--- src/rtl/mem_stage_lsu_pkg.sv ---
// Shared types and lane helpers for the memory-stage load/store unit.
// Operator encoding, FSM state constants and byte-lane/alignment functions.
package mem_stage_lsu_pkg;

  typedef enum logic [2:0] {
    LB  = 3'd0,
    LH  = 3'd1,
    LW  = 3'd2,
    LBU = 3'd3,
    LHU = 3'd4,
    SB  = 3'd5,
    SH  = 3'd6,
    SW  = 3'd7
  } load_store_func_code;

  typedef enum logic [1:0] {
    SzByte = 2'd0,
    SzHalf = 2'd1,
    SzWord = 2'd2
  } lsu_size_e;

  typedef logic [1:0] lsu_state_t;
  localparam lsu_state_t IDLE = 2'd0;
  localparam lsu_state_t REQ  = 2'd1;
  localparam lsu_state_t WAIT = 2'd2;

  function automatic logic is_store(load_store_func_code op);
    return op inside {SB, SH, SW};
  endfunction

  function automatic lsu_size_e op_size(load_store_func_code op);
    lsu_size_e sz;
    case (op)
      LB, LBU, SB: sz = SzByte;
      LH, LHU, SH: sz = SzHalf;
      default:     sz = SzWord;
    endcase
    return sz;
  endfunction

  function automatic logic is_misaligned(load_store_func_code op, logic [1:0] off);
    logic mis;
    case (op_size(op))
      SzHalf:  mis = off[0];
      SzWord:  mis = |off;
      default: mis = 1'b0;
    endcase
    return mis;
  endfunction

  // Force the in-word offset to the natural alignment of the access size.
  function automatic logic [1:0] align_offset(load_store_func_code op, logic [1:0] off);
    logic [1:0] res;
    case (op_size(op))
      SzHalf:  res = {off[1], 1'b0};
      SzWord:  res = 2'b00;
      default: res = off;
    endcase
    return res;
  endfunction

  function automatic logic [3:0] byte_enable(load_store_func_code op, logic [1:0] off);
    logic [3:0] be;
    case (op_size(op))
      SzByte:  be = 4'b0001 << off;
      SzHalf:  be = 4'b0011 << off;
      default: be = 4'b1111;
    endcase
    return be;
  endfunction

  // Replicate store data across all lanes; byte enables pick the live one.
  function automatic logic [31:0] store_lanes(load_store_func_code op, logic [31:0] data);
    logic [31:0] res;
    case (op_size(op))
      SzByte:  res = {4{data[7:0]}};
      SzHalf:  res = {2{data[15:0]}};
      default: res = data;
    endcase
    return res;
  endfunction

endpackage

--- src/rtl/mem_stage_lsu_if.sv ---
// Data-memory request/grant/rvalid bus between the LSU (master) and memory (slave).
interface mem_stage_lsu_if #(
  parameter int unsigned ADDR_WIDTH = 32
) ();

  logic                  data_req_op;
  logic [ADDR_WIDTH-1:0] data_addr_op;
  logic                  data_we_op;
  logic [3:0]            data_be_op;
  logic [31:0]           data_wdata_op;
  logic                  data_gnt_i;
  logic                  data_rvalid_i;
  logic [31:0]           data_rdata_i;

  modport master (
    output data_req_op,
    output data_addr_op,
    output data_we_op,
    output data_be_op,
    output data_wdata_op,
    input  data_gnt_i,
    input  data_rvalid_i,
    input  data_rdata_i
  );

  modport slave (
    input  data_req_op,
    input  data_addr_op,
    input  data_we_op,
    input  data_be_op,
    input  data_wdata_op,
    output data_gnt_i,
    output data_rvalid_i,
    output data_rdata_i
  );

endinterface

--- src/rtl/mem_stage_lsu_load_align.sv ---
// Load alignment: selects the byte/halfword lane of the raw memory word and
// sign- or zero-extends it according to the load operator.
module mem_stage_lsu_load_align
  import mem_stage_lsu_pkg::*;
(
  input  load_store_func_code operator_i,
  input  logic [1:0]          offset_i,
  input  logic [31:0]         rdata_i,
  output logic [31:0]         result_o
);

  logic [7:0]  byte_sel;
  logic [15:0] half_sel;

  always_comb begin
    byte_sel = rdata_i[{offset_i, 3'b000} +: 8];
    half_sel = rdata_i[{offset_i[1], 4'b0000} +: 16];
    case (operator_i)
      LB:      result_o = {{24{byte_sel[7]}}, byte_sel};
      LBU:     result_o = {24'd0, byte_sel};
      LH:      result_o = {{16{half_sel[15]}}, half_sel};
      LHU:     result_o = {16'd0, half_sel};
      default: result_o = rdata_i;
    endcase
  end

endmodule

--- src/rtl/mem_stage_lsu.sv ---
// Memory-stage LSU: byte/half/word loads and stores over a req/gnt/rvalid bus with
// pipeline stall and watchdog abort. Define LSU_MISALIGN_TRAP_EN to reject misaligned accesses.
module mem_stage_lsu
  import mem_stage_lsu_pkg::*;
#(
  parameter int unsigned ADDR_WIDTH     = 32,
  parameter int unsigned TIMEOUT_CYCLES = 64
) (
  input  logic                  clock,
  input  logic                  reset,
  input  logic                  lsu_en_ip,
  input  logic                  alu_valid_ip,
  input  load_store_func_code   lsu_operator_ip,
  input  logic [ADDR_WIDTH-1:0] mem_addr_ip,
  input  logic [31:0]           store_data_ip,
  mem_stage_lsu_if.master       data_bus,
  output logic [31:0]           load_mem_data_op,
  output logic                  load_valid_op,
  output logic                  store_done_op,
  output logic                  lsu_busy_op,
  output logic                  misaligned_op,
  output logic                  bus_err_op
);

  localparam bit              TimeoutEn = (TIMEOUT_CYCLES != 0);
  localparam int unsigned     CntW      = (TIMEOUT_CYCLES > 1) ? $clog2(TIMEOUT_CYCLES) : 1;
  localparam logic [CntW-1:0] CntMax    =
      CntW'((TIMEOUT_CYCLES > 0) ? TIMEOUT_CYCLES - 1 : 0);

  lsu_state_t            state_q, state_d;
  logic [CntW-1:0]       cnt_q, cnt_d;
  load_store_func_code   op_q;
  logic [ADDR_WIDTH-1:0] addr_q;
  logic [1:0]            off_q;
  logic [3:0]            be_q;
  logic [31:0]           wdata_q;
  logic                  we_q;
  logic [31:0]           load_data_q;
  logic [31:0]           load_result;
  logic                  load_valid_q, store_done_q, bus_err_q;
  logic                  req_present, misaligned, accept;
  logic                  complete, abort, timeout_hit;
  logic [1:0]            acc_off;

  assign req_present = lsu_en_ip & alu_valid_ip & (state_q == IDLE);
  assign acc_off     = align_offset(lsu_operator_ip, mem_addr_ip[1:0]);

`ifdef LSU_MISALIGN_TRAP_EN
  assign misaligned = req_present & is_misaligned(lsu_operator_ip, mem_addr_ip[1:0]);
  assign accept     = req_present & ~misaligned;
`else
  assign misaligned = 1'b0;
  assign accept     = req_present;
`endif

  assign timeout_hit = TimeoutEn && (cnt_q == CntMax);

  always_comb begin
    state_d  = state_q;
    cnt_d    = cnt_q;
    complete = 1'b0;
    abort    = 1'b0;
    case (state_q)
      IDLE: begin
        cnt_d = '0;
        if (accept) begin
          state_d = REQ;
        end
      end
      REQ: begin
        if (data_bus.data_gnt_i) begin
          cnt_d = '0;
          if (data_bus.data_rvalid_i) begin
            complete = 1'b1;
            state_d  = IDLE;
          end else begin
            state_d = WAIT;
          end
        end else if (timeout_hit) begin
          abort   = 1'b1;
          state_d = IDLE;
        end else if (TimeoutEn) begin
          cnt_d = cnt_q + 1'b1;
        end
      end
      WAIT: begin
        if (data_bus.data_rvalid_i) begin
          complete = 1'b1;
          state_d  = IDLE;
        end else if (timeout_hit) begin
          abort   = 1'b1;
          state_d = IDLE;
        end else if (TimeoutEn) begin
          cnt_d = cnt_q + 1'b1;
        end
      end
      default: state_d = IDLE;
    endcase
  end

  always_ff @(posedge clock or negedge reset) begin
    if (!reset) begin
      state_q <= IDLE;
      cnt_q   <= '0;
    end else begin
      state_q <= state_d;
      cnt_q   <= cnt_d;
    end
  end

  // Request fields are captured once at accept so the bus stays stable while ungranted.
  always_ff @(posedge clock or negedge reset) begin
    if (!reset) begin
      op_q    <= LB;
      addr_q  <= '0;
      off_q   <= 2'b00;
      be_q    <= 4'b0000;
      wdata_q <= '0;
      we_q    <= 1'b0;
    end else if (accept) begin
      op_q    <= lsu_operator_ip;
      addr_q  <= {mem_addr_ip[ADDR_WIDTH-1:2], 2'b00};
      off_q   <= acc_off;
      be_q    <= byte_enable(lsu_operator_ip, acc_off);
      wdata_q <= store_lanes(lsu_operator_ip, store_data_ip);
      we_q    <= is_store(lsu_operator_ip);
    end
  end

  mem_stage_lsu_load_align u_load_align (
    .operator_i (op_q),
    .offset_i   (off_q),
    .rdata_i    (data_bus.data_rdata_i),
    .result_o   (load_result)
  );

  always_ff @(posedge clock or negedge reset) begin
    if (!reset) begin
      load_data_q  <= '0;
      load_valid_q <= 1'b0;
      store_done_q <= 1'b0;
      bus_err_q    <= 1'b0;
    end else begin
      load_valid_q <= complete & ~we_q;
      store_done_q <= complete & we_q;
      bus_err_q    <= abort;
      if (complete && !we_q) begin
        load_data_q <= load_result;
      end
    end
  end

  assign data_bus.data_req_op   = (state_q == REQ);
  assign data_bus.data_addr_op  = addr_q;
  assign data_bus.data_we_op    = we_q;
  assign data_bus.data_be_op    = be_q;
  assign data_bus.data_wdata_op = wdata_q;

  assign load_mem_data_op = load_data_q;
  assign load_valid_op    = load_valid_q;
  assign store_done_op    = store_done_q;
  assign bus_err_op       = bus_err_q;
  assign misaligned_op    = misaligned;
  assign lsu_busy_op      = accept | (state_q != IDLE);

endmodule

--- src/flat_wrapper.sv ---
// flat-port wrapper written by rule: the top's interface ports become plain ports
module mem_stage_lsu_flat import mem_stage_lsu_pkg::*;
#(
  parameter int unsigned ADDR_WIDTH     = 32,
  parameter int unsigned TIMEOUT_CYCLES = 64
)
  (clock, reset, lsu_en_ip, alu_valid_ip, lsu_operator_ip, mem_addr_ip, store_data_ip, load_mem_data_op, load_valid_op, store_done_op, lsu_busy_op, misaligned_op, bus_err_op, data_bus_data_req_op, data_bus_data_addr_op, data_bus_data_we_op, data_bus_data_be_op, data_bus_data_wdata_op, data_bus_data_gnt_i, data_bus_data_rvalid_i, data_bus_data_rdata_i);
  mem_stage_lsu_if #(.ADDR_WIDTH(ADDR_WIDTH)) data_bus_i ();
  input  logic clock;
  input  logic reset;
  input  logic lsu_en_ip;
  input  logic alu_valid_ip;
  input  load_store_func_code lsu_operator_ip;
  input  logic [ADDR_WIDTH-1:0] mem_addr_ip;
  input  logic [31:0] store_data_ip;
  output logic [31:0] load_mem_data_op;
  output logic load_valid_op;
  output logic store_done_op;
  output logic lsu_busy_op;
  output logic misaligned_op;
  output logic bus_err_op;
  output wire logic [$bits(data_bus_i.data_req_op)-1:0] data_bus_data_req_op;
  output wire logic [$bits(data_bus_i.data_addr_op)-1:0] data_bus_data_addr_op;
  output wire logic [$bits(data_bus_i.data_we_op)-1:0] data_bus_data_we_op;
  output wire logic [$bits(data_bus_i.data_be_op)-1:0] data_bus_data_be_op;
  output wire logic [$bits(data_bus_i.data_wdata_op)-1:0] data_bus_data_wdata_op;
  input wire logic [$bits(data_bus_i.data_gnt_i)-1:0] data_bus_data_gnt_i;
  input wire logic [$bits(data_bus_i.data_rvalid_i)-1:0] data_bus_data_rvalid_i;
  input wire logic [$bits(data_bus_i.data_rdata_i)-1:0] data_bus_data_rdata_i;
  assign data_bus_data_req_op = data_bus_i.data_req_op;
  assign data_bus_data_addr_op = data_bus_i.data_addr_op;
  assign data_bus_data_we_op = data_bus_i.data_we_op;
  assign data_bus_data_be_op = data_bus_i.data_be_op;
  assign data_bus_data_wdata_op = data_bus_i.data_wdata_op;
  assign data_bus_i.data_gnt_i = data_bus_data_gnt_i;
  assign data_bus_i.data_rvalid_i = data_bus_data_rvalid_i;
  assign data_bus_i.data_rdata_i = data_bus_data_rdata_i;
  mem_stage_lsu #(.ADDR_WIDTH(ADDR_WIDTH), .TIMEOUT_CYCLES(TIMEOUT_CYCLES)) u_core (.clock(clock), .reset(reset), .lsu_en_ip(lsu_en_ip), .alu_valid_ip(alu_valid_ip), .lsu_operator_ip(lsu_operator_ip), .mem_addr_ip(mem_addr_ip), .store_data_ip(store_data_ip), .data_bus(data_bus_i), .load_mem_data_op(load_mem_data_op), .load_valid_op(load_valid_op), .store_done_op(store_done_op), .lsu_busy_op(lsu_busy_op), .misaligned_op(misaligned_op), .bus_err_op(bus_err_op));
endmodule
--- config.mk ---
export PLATFORM = sky130hd
export DESIGN_NAME = mem_stage_lsu_flat
export DESIGN_NICKNAME = d
export VERILOG_FILES = /design/src/rtl/mem_stage_lsu_pkg.sv /design/src/rtl/mem_stage_lsu_if.sv /design/src/rtl/mem_stage_lsu_load_align.sv /design/src/rtl/mem_stage_lsu.sv /design/src/flat_wrapper.sv
export SDC_FILE = /design/constraint.sdc
export NUM_CORES = 1
export LEC_CHECK = 0
export CAP_MARGIN = 20
export CORE_MARGIN = 2
export CORE_UTILIZATION = 40
export CTS_CLUSTER_DIAMETER = 30
export DETAILED_ROUTE_END_ITERATION = 16
export GPL_ROUTABILITY_DRIVEN = 0
export HOLD_SLACK_MARGIN = 0.05
export PLACE_DENSITY = 0.76
export SKIP_LAST_GASP = 1
export SYNTH_ARGS = -nofsm -noshare
export SYNTH_HDL_FRONTEND = slang
export SYNTH_SLANG_ARGS = --single-unit
--- constraint.sdc ---
create_clock -name clock -period 1.95 [get_ports clock]
set_clock_uncertainty 0.05 [all_clocks]
set_input_delay 0.39 -clock clock [delete_from_list [all_inputs] [get_ports clock]]
set_output_delay 0.39 -clock clock [all_outputs]
set_load 0.01 [all_outputs]
==> impl_table.tex, run 1 <==
\begin{tabular}{lr}
\hline
Metric & Value \\
\hline
\multicolumn{2}{l}{\textbf{Timing}} \\
\quad Worst-case headroom to the max-slew limit & 55.4\% \\
\quad Measured slew at the worst slew-check pin & 0.661 ns \\
\quad Setup\_tns & 0 ns \\
\quad Post-route minimum period & 1.87 ns \\
\quad Fmax & 0.534 GHz \\
\quad Pins over their slew limit & 0 \\
\quad Setup slack after layout & 0.0775 ns \\
\quad Hold Vio Cnt, Final & 0 \\
\quad RSZ-0062 raised after global routing & yes \\
\quad Share of the clock period used by the worst path & 96.0\% \\
\quad Setup Viol. Count Final & 0 \\
\quad Hold Slack & 0.420 ns \\
\multicolumn{2}{l}{\textbf{Worst setup path}} \\
\quad Standard cell with the maximum stage delay on the critical path & sky130\_fd\_sc\_hd\_\_or3\_4 \\
\quad Critical Path RT & 2.20 ns \\
\quad Max FO, Critical Path & 16 \\
\quad Crit path DAT & 2.12 ns \\
\quad Worst-path cell chain & inv\_2, buf\_4, ha\_2, a21oi\_1, or3\_4, a41oi\_4, buf\_12, a21oi\_1 \\
\quad Top cell by count, worst path & sky130\_fd\_sc\_hd\_\_a21oi\_1 \\
\quad Critical path's largest stage delay & 0.41 ns \\
\quad Class of the most critical setup path & reg2reg \\
\quad Category of the worst setup path capture point & flip-flop \\
\quad Kind of start point of the critical path & flip-flop \\
\multicolumn{2}{l}{\textbf{GRT}} \\
\quad Total grt overflow & 0 \\
\quad Number of global-route vias before repair & 5433 \\
\quad Global-route wire length before repair & 27800 um \\
\quad Initial antenna violation count & 0 \\
\quad Maximum number of pins on one net before global-route repair & 46 \\
\quad Total track usage & 24.1\% \\
\multicolumn{2}{l}{\textbf{Routing}} \\
\quad Initial detailed-routing violation count & 414 \\
\quad Vias after detailed routing & 5588 \\
\quad Vias per cell & 5.12 \\
\quad Drt pass-1 iters & 5 \\
\quad Antenna-violating nets left & 0 \\
\quad Sum of routed wire length over all layers & 17600 um \\
\quad Number of design rule violations left after detail routing & 0 \\
\quad Wire length per cell after detailed routing & 16.1 um \\
\multicolumn{2}{l}{\textbf{Synth}} \\
\quad Top cell types by occurrence after synthesis & 206 x sky130\_fd\_sc\_hd\_\_nand2\_1, 115 x sky130\_fd\_sc\_hd\_\_dfrtp\_1, 57 x sky130\_fd\_sc\_hd\_\_nor2\_1 \\
\quad Cell area after technology mapping & 5650 sq um \\
\quad Most frequent cell after synthesis & sky130\_fd\_sc\_hd\_\_nand2\_1 \\
\quad Post-synthesis simple-gate area fraction & 23.1\% \\
\quad Library cell occupying the most area in the post-synthesis netlist & sky130\_fd\_sc\_hd\_\_dfrtp\_1 \\
\quad XOR/XNOR Fraction of Synth Area & 0.443\% \\
\quad Number of synthesis warnings & 0 \\
\quad Cells after synthesis & 649 \\
\quad Portion of synthesized cell area occupied by the leading cell type & 50.9\% \\
\quad Compound-cell area share of the yosys netlist & 14.5\% \\
\quad Number of synthesized register bits & 115 \\
\quad Adder-Cell Fraction of Synth Area & 1.11\% \\
\quad Multiplexer fraction of the synthesized cell area & 5.85\% \\
\quad Average instance area after synthesis & 8.71 sq um \\
\quad EDFF count, synth & 0 \\
\quad Largest cells by area after synthesis & sky130\_fd\_sc\_hd\_\_dfrtp\_1 51\%, sky130\_fd\_sc\_hd\_\_nand2\_1 14\%, sky130\_fd\_sc\_hd\_\_mux2i\_1 4.6\% \\
\quad Largest family of logic cells by synthesized area & simple AND/OR/NAND/NOR gates \\
\quad Post-synth ARST share & 100\% \\
\quad Sequential cell area fraction in the yosys report & 50.9\% \\
\quad Library cells used by synthesis & 53 \\
\quad Leading register cell type out of synthesis & sky130\_fd\_sc\_hd\_\_dfrtp\_1 \\
\multicolumn{2}{l}{\textbf{Cells and area}} \\
\quad Final Cell Area & 9010 sq um \\
\quad Count of fill cells added during filler insertion & 1099 \\
\quad Synth-to-Final Area Change & 59.4\% \\
\quad Share of post-route cells with drive strength above 1 & 12.2\% \\
\quad Ant diodes & 0 \\
\quad Util after Layout & 65.2\% \\
\quad Layout net count & 1009 \\
\multicolumn{2}{l}{\textbf{Floorplan}} \\
\quad Die area & 15100 sq um \\
\quad Y dimension of the die & 123 um \\
\quad Cell row count & 43 \\
\quad I/O pin cnt & 212 \\
\quad Horizontal die dimension & 123 um \\
\quad Initial Util & 40.9\% \\
\quad Core footprint & 13800 sq um \\
\multicolumn{2}{l}{\textbf{Placed design}} \\
\quad Half-perimeter wire length after detailed placement & 12800 um \\
\quad Pre-CTS setup slack & -0.176 ns \\
\quad Dpl cell area & 8320 sq um \\
\quad Number of I/O port buffers & 208 \\
\multicolumn{2}{l}{\textbf{Clock network}} \\
\quad Number of sinks handled by clock tree synthesis & 115 \\
\quad Num CTS Buffers & 17 \\
\quad Clock transition at the registers of the reported paths & 0.05 ns \\
\quad Root Buffer & sky130\_fd\_sc\_hd\_\_clkbuf\_16 \\
\quad Clock tree from TritonCTS & yes \\
\quad Number of buffers on the longest clock path & 2 \\
\quad Clock latency at the later pin of the worst-skew pair & 0.41 ns \\
\quad Post-CTS setup-driven buffer insertion count & 0 \\
\quad H-tree depth & 4 \\
\multicolumn{2}{l}{\textbf{Power}} \\
\quad IR drop worst, VDD & 849 uV \\
\quad Static leakage & 4.05 nW \\
\quad Power density normalized to cell area & 1500 nW/um\^{}2 \\
\multicolumn{2}{l}{\textbf{Run}} \\
\quad \# Max-Cap Violations & 0 \\
\multicolumn{2}{l}{\textbf{Status}} \\
\quad Outcome & finished, final reports clean \\
\multicolumn{2}{l}{\textbf{Worst hold path}} \\
\quad Min-delay worst type & reg2reg \\
\hline
\end{tabular}
final timing paths:
check                                                 from                               end  slack [ns]  cells after the start
max                                      u_core.state_q[0]       u_core.load_mem_data_op[30]        0.08                      8
min                        u_core.data_bus.data_addr_op[6]   u_core.data_bus.data_addr_op[6]        0.42                      2
max reg2reg                              u_core.state_q[0]       u_core.load_mem_data_op[30]        0.08                      8
min reg2reg                u_core.data_bus.data_addr_op[6]   u_core.data_bus.data_addr_op[6]        0.42                      2
max in group asynchronous                            reset  u_core.data_bus.data_addr_op[15]        0.90                      3
min in group asynchronous                            reset        u_core.data_bus.data_we_op        0.43                      2
where the power goes:
| part | total, mW | internal [mW] | switching, mW |
|---|---|---|---|
| clock | 3.02 | 1.93 | 1.09 |
| sequential | 4.20 | 3.49 | 0.709 |
| combinational | 6.25 | 3.32 | 2.93 |
| total | 13.5 | 8.75 | 4.73 |
final cells by class:
type                            count  area (sq um)  share of cell area, %
Clock buffer                       22           464                   5.15
Clock inverter                      9           106                   1.18
Inverter                            9          41.3                  0.458
Multi-Input combinational cell    489          2610                   29.0
Sequential cell                   115          2880                   31.9
Tap cell                          180           225                   2.50
Timing Repair Buffer              267          2680                   29.8
critical path, delay by kind of cell (launching register included):
kind / cells / cell delay [ns]
and+or+nand+nor: 1 / 0.41
buffers and inverters: 3 / 0.37
AOI/OAI and AO/OA: 3 / 0.36
DFF: 1 / 0.38
adders and majority gates: 1 / 0.18
layer usage:
layer / wire length (um) / up-vias / global-route usage, %
met2: 8390 / 262 / 38.6
met1: 6950 / 2605 / 29.7
li1: - / 2695 / -
met5: 0 / - / 0
met3: 1880 / 26 / 9.01
met4: 386 / 0 / 8.55
state kept, by name, indices dropped and copies added, names as in the netlist:
name	flops
u_core.data_bus.data_wdata_op	32
u_core.load_mem_data_op	32
u_core.data_bus.data_addr_op	30
u_core.cnt_q	6
u_core.data_bus.data_be_op	4
u_core.op_q	3
u_core.off_q	2
u_core.state_q	2
u_core.bus_err_op	1
u_core.data_bus.data_we_op	1
u_core.load_valid_op	1
u_core.store_done_op	1
what timing repair did:
item	4_1_cts	5_1_grt
pin swaps	0	4
hold buffers	1	0
setup endpoints to repair	10	13
gates resized for setup	11	13
cloned	0	2
endpoints found under the hold margin	27	0
cells in the final DEF, fill, tap and decap left out, drive strengths merged, types with 6 or more instances in the layout:
| cell | instances |
|---|---|
| clkbuf | 25 |
| nand2 | 207 |
| a21oi | 34 |
| o221ai | 9 |
| inv | 8 |
| clkdlybuf4s50 | 205 |
| buf | 58 |
| nor2 | 57 |
| o21a | 6 |
| nor3 | 23 |
| a31oi | 11 |
| o21ai | 40 |
| dfrtp | 115 |
| mux2i | 27 |
| nand3 | 6 |
| and3 | 6 |
logic make-up after synthesis:
logic type / after synthesis
AOI/OAI and AO/OA: 129
xor gates and xnor gates: 2
adders and majority gates: 5
buffers and inverters: 47
DFF: 115
muxes: 32
other: 1
and+or+nand+nor: 318
through the flow:
| stage | total power, mW | std cells |
|---|---|---|
| floorplan | 6.91 | 651 |
| detailed placement | 10.4 | 1057 |
| global route | 14.4 | 1091 |
| CTS | 13.5 | 1089 |
| global placement | 10.3 | 1057 |
| finish | 13.5 | 1091 |
(Power assumes the default switching activity.)
==> inputs of run 2 (changes only) <==
SLEW_MARGIN = 15   (was default)
==> results of run 2 <==
Same layout as run 1: the final DEF is identical, and so are final timing and power.
==> inputs of run 3 (changes only) <==
--- a/config.mk
+++ b/config.mk
@@ -15,5 +15,5 @@
 export PLACE_DENSITY = 0.76
 export SKIP_LAST_GASP = 1
-export SLEW_MARGIN = 15
+export SLEW_MARGIN = 30
 export SYNTH_ARGS = -nofsm -noshare
 export SYNTH_HDL_FRONTEND = slang
==> constraint.sdc (replaced) <==
create_clock -name clock -period 1.95 [get_ports clock]
set_clock_uncertainty 0.05 [all_clocks]
set_input_delay 0.4875 -clock clock [delete_from_list [all_inputs] [get_ports clock]]
set_output_delay 0.4875 -clock clock [all_outputs]
set_load 0.01 [all_outputs]
==> run 3 against run 2 <==
  * Final cell count grew 1.1%
  * Utilization is 0.89 points higher
  * Non-clock buffer count increased by 11
  * Sequential share of layout area fell by 0.43 points
  * Routed wire length up 2.1%
  * Flip-flop and latch count stayed put
  * Via count grew 1.1%
  * Die area is the same
  * Power rose by 2.8%
  * Setup slack worse by 0.058 ns
  * Register-to-register slack worse by 0.02 ns
  * Critical path type is now reg2out
  * Critical endpoint is now lsu_busy_op
  * Largest cell class unchanged
  * Highest routed layer unchanged
==> impl_table.tex, run 3 (synthesis results as in run 1) <==
\begin{tabular}{lr}
\hline
Metric & Value \\
\hline
\multicolumn{2}{l}{\textbf{Status}} \\
\quad Outcome & finished, final reports clean \\
\multicolumn{2}{l}{\textbf{Routing}} \\
\quad Vias per cell & 5.12 \\
\quad Initial detailed-routing violation count & 371 \\
\quad Number of design rule violations left after detail routing & 0 \\
\quad Vias after detailed routing & 5647 \\
\quad Sum of routed wire length over all layers & 18000 um \\
\quad Drt pass-1 iters & 5 \\
\quad Antenna-violating nets left & 0 \\
\quad Wire length per cell after detailed routing & 16.3 um \\
\multicolumn{2}{l}{\textbf{Cells and area}} \\
\quad Synth-to-Final Area Change & 61.6\% \\
\quad Share of post-route cells with drive strength above 1 & 13.7\% \\
\quad Final cell count without fillers & 1103 \\
\quad Final Cell Area & 9130 sq um \\
\quad Commonest cells after routing, fill and taps aside & 206 x sky130\_fd\_sc\_hd\_\_nand2\_1, 205 x sky130\_fd\_sc\_hd\_\_clkdlybuf4s50\_1, 115 x sky130\_fd\_sc\_hd\_\_dfrtp\_1 \\
\quad Ant diodes & 0 \\
\quad Util after Layout & 66.0\% \\
\quad Count of fill cells added during filler insertion & 1106 \\
\quad Layout net count & 1020 \\
\quad Most common cell after layout, fill and taps aside & sky130\_fd\_sc\_hd\_\_nand2\_1 \\
\multicolumn{2}{l}{\textbf{Floorplan}} \\
\quad Initial Util & 40.9\% \\
\quad Core footprint & 13800 sq um \\
\quad Y dimension of the die & 123 um \\
\quad I/O pin cnt & 212 \\
\quad Horizontal die dimension & 123 um \\
\quad Cell row count & 43 \\
\quad Die area & 15100 sq um \\
\multicolumn{2}{l}{\textbf{Placed design}} \\
\quad Half-perimeter wire length after detailed placement & 12800 um \\
\quad Number of I/O port buffers & 208 \\
\quad Dpl cell area & 8380 sq um \\
\quad Pre-CTS setup slack & -0.325 ns \\
\quad Placed cell count & 1064 \\
\multicolumn{2}{l}{\textbf{Clock network}} \\
\quad H-tree depth & 4 \\
\quad Clock transition at the registers of the reported paths & 0.05 ns \\
\quad Number of buffers on the longest clock path & 2 \\
\quad Clock latency at the later pin of the worst-skew pair & 0.41 ns \\
\quad Root Buffer & sky130\_fd\_sc\_hd\_\_clkbuf\_16 \\
\quad Number of sinks handled by clock tree synthesis & 115 \\
\quad Num CTS Buffers & 17 \\
\quad Clock tree from TritonCTS & yes \\
\multicolumn{2}{l}{\textbf{Timing}} \\
\quad Setup slack after layout & 0.0194 ns \\
\quad Post-route minimum period & 1.93 ns \\
\quad Share of the clock period used by the worst path & 99.0\% \\
\quad Pins over their slew limit & 0 \\
\quad Measured slew at the worst slew-check pin & 0.658 ns \\
\quad Setup\_tns & 0 ns \\
\quad Fmax & 0.518 GHz \\
\quad Hold Slack & 0.410 ns \\
\quad Hold Vio Cnt, Final & 0 \\
\quad Worst-case headroom to the max-slew limit & 55.7\% \\
\quad RSZ-0062 raised after global routing & yes \\
\quad Setup Viol. Count Final & 0 \\
\multicolumn{2}{l}{\textbf{Worst setup path}} \\
\quad Category of the worst setup path capture point & output port \\
\quad Class of the most critical setup path & reg2out \\
\quad Slack of the worst reg-to-reg path & 0.06 ns \\
\quad Critical Path RT & 1.41 ns \\
\quad Max FO, Critical Path & 2 \\
\quad Crit path DAT & 1.39 ns \\
\quad Kind of start point of the critical path & flip-flop \\
\multicolumn{2}{l}{\textbf{Power}} \\
\quad Sum of internal, switching and leakage power & 13.8 mW \\
\quad Static leakage & 4.13 nW \\
\quad Power density normalized to cell area & 1520 nW/um\^{}2 \\
\quad IR drop worst, VDD & 765 uV \\
\multicolumn{2}{l}{\textbf{GRT}} \\
\quad Maximum number of pins on one net before global-route repair & 58 \\
\quad Total grt overflow & 0 \\
\quad Initial antenna violation count & 0 \\
\quad Total track usage & 24.1\% \\
\quad Number of global-route vias before repair & 5596 \\
\quad Global-route wire length before repair & 27900 um \\
\multicolumn{2}{l}{\textbf{Worst hold path}} \\
\quad Min-delay worst type & reg2reg \\
\multicolumn{2}{l}{\textbf{Run}} \\
\quad \# Max-Cap Violations & 0 \\
\hline
\end{tabular}
-- run 3: worst paths after layout --
check                                         startpoint                                to  cells after the start
setup / recovery                       u_core.state_q[0]                       lsu_busy_op                      5
hold / removal             u_core.data_bus.data_be_op[0]     u_core.data_bus.data_be_op[0]                      2
setup reg to reg                       u_core.state_q[0]       u_core.load_mem_data_op[18]                      8
hold reg to reg            u_core.data_bus.data_be_op[0]     u_core.data_bus.data_be_op[0]                      2
max in group asynchronous                          reset  u_core.data_bus.data_addr_op[18]                      3
min in group asynchronous                          reset        u_core.load_mem_data_op[1]                      2
-- run 3: area by class of cell --
type                       count  area (sq um)  share of cell area [%]
sequential                   115          2880                    31.5
timing repair buffer         278          2760                    30.2
multi-input combinational    489          2610                    28.6
clock buffer                  21           470                    5.15
tap                          180           225                    2.47
clock inverter                11           149                    1.63
inverter                       9          38.8                   0.425
-- run 3: where the power goes --
part,total [mW],internal [mW],switching [mW]
registers,4.18,3.49,0.686
logic,6.42,3.43,3.00
clock network,3.25,2.12,1.13
-- run 3: metal layers --
metal | share of wire [%] | wire, um | vias to the layer above | GRT usage, %
li1 | - | - | 2723 | -
met1 | 38 | 6890 | 2643 | 28.0
met2 | 49 | 8860 | 256 | 40.5
met3 | 11 | 1900 | 25 | 8.69
met4 | 1.9 | 334 | 0 | 9.48
met5 | 0 | 0 | - | 0
-- run 3: worst max-delay path: stages, from the launching register on --
cell                       delay (ns)
sky130_fd_sc_hd__dfrtp_1         0.40
sky130_fd_sc_hd__inv_2           0.09
sky130_fd_sc_hd__ha_4            0.13
sky130_fd_sc_hd__a21boi_4        0.19
sky130_fd_sc_hd__inv_2           0.07
sky130_fd_sc_hd__buf_6           0.12
-- run 3: repair_timing --
action,4_1_cts,5_1_grt
resized for setup,15,12
pin swaps,0,2
setup buffers,1,4
hold buffers,1,0
cloned,0,1
setup endpoints to repair,12,31
hold endpoints to repair,24,0
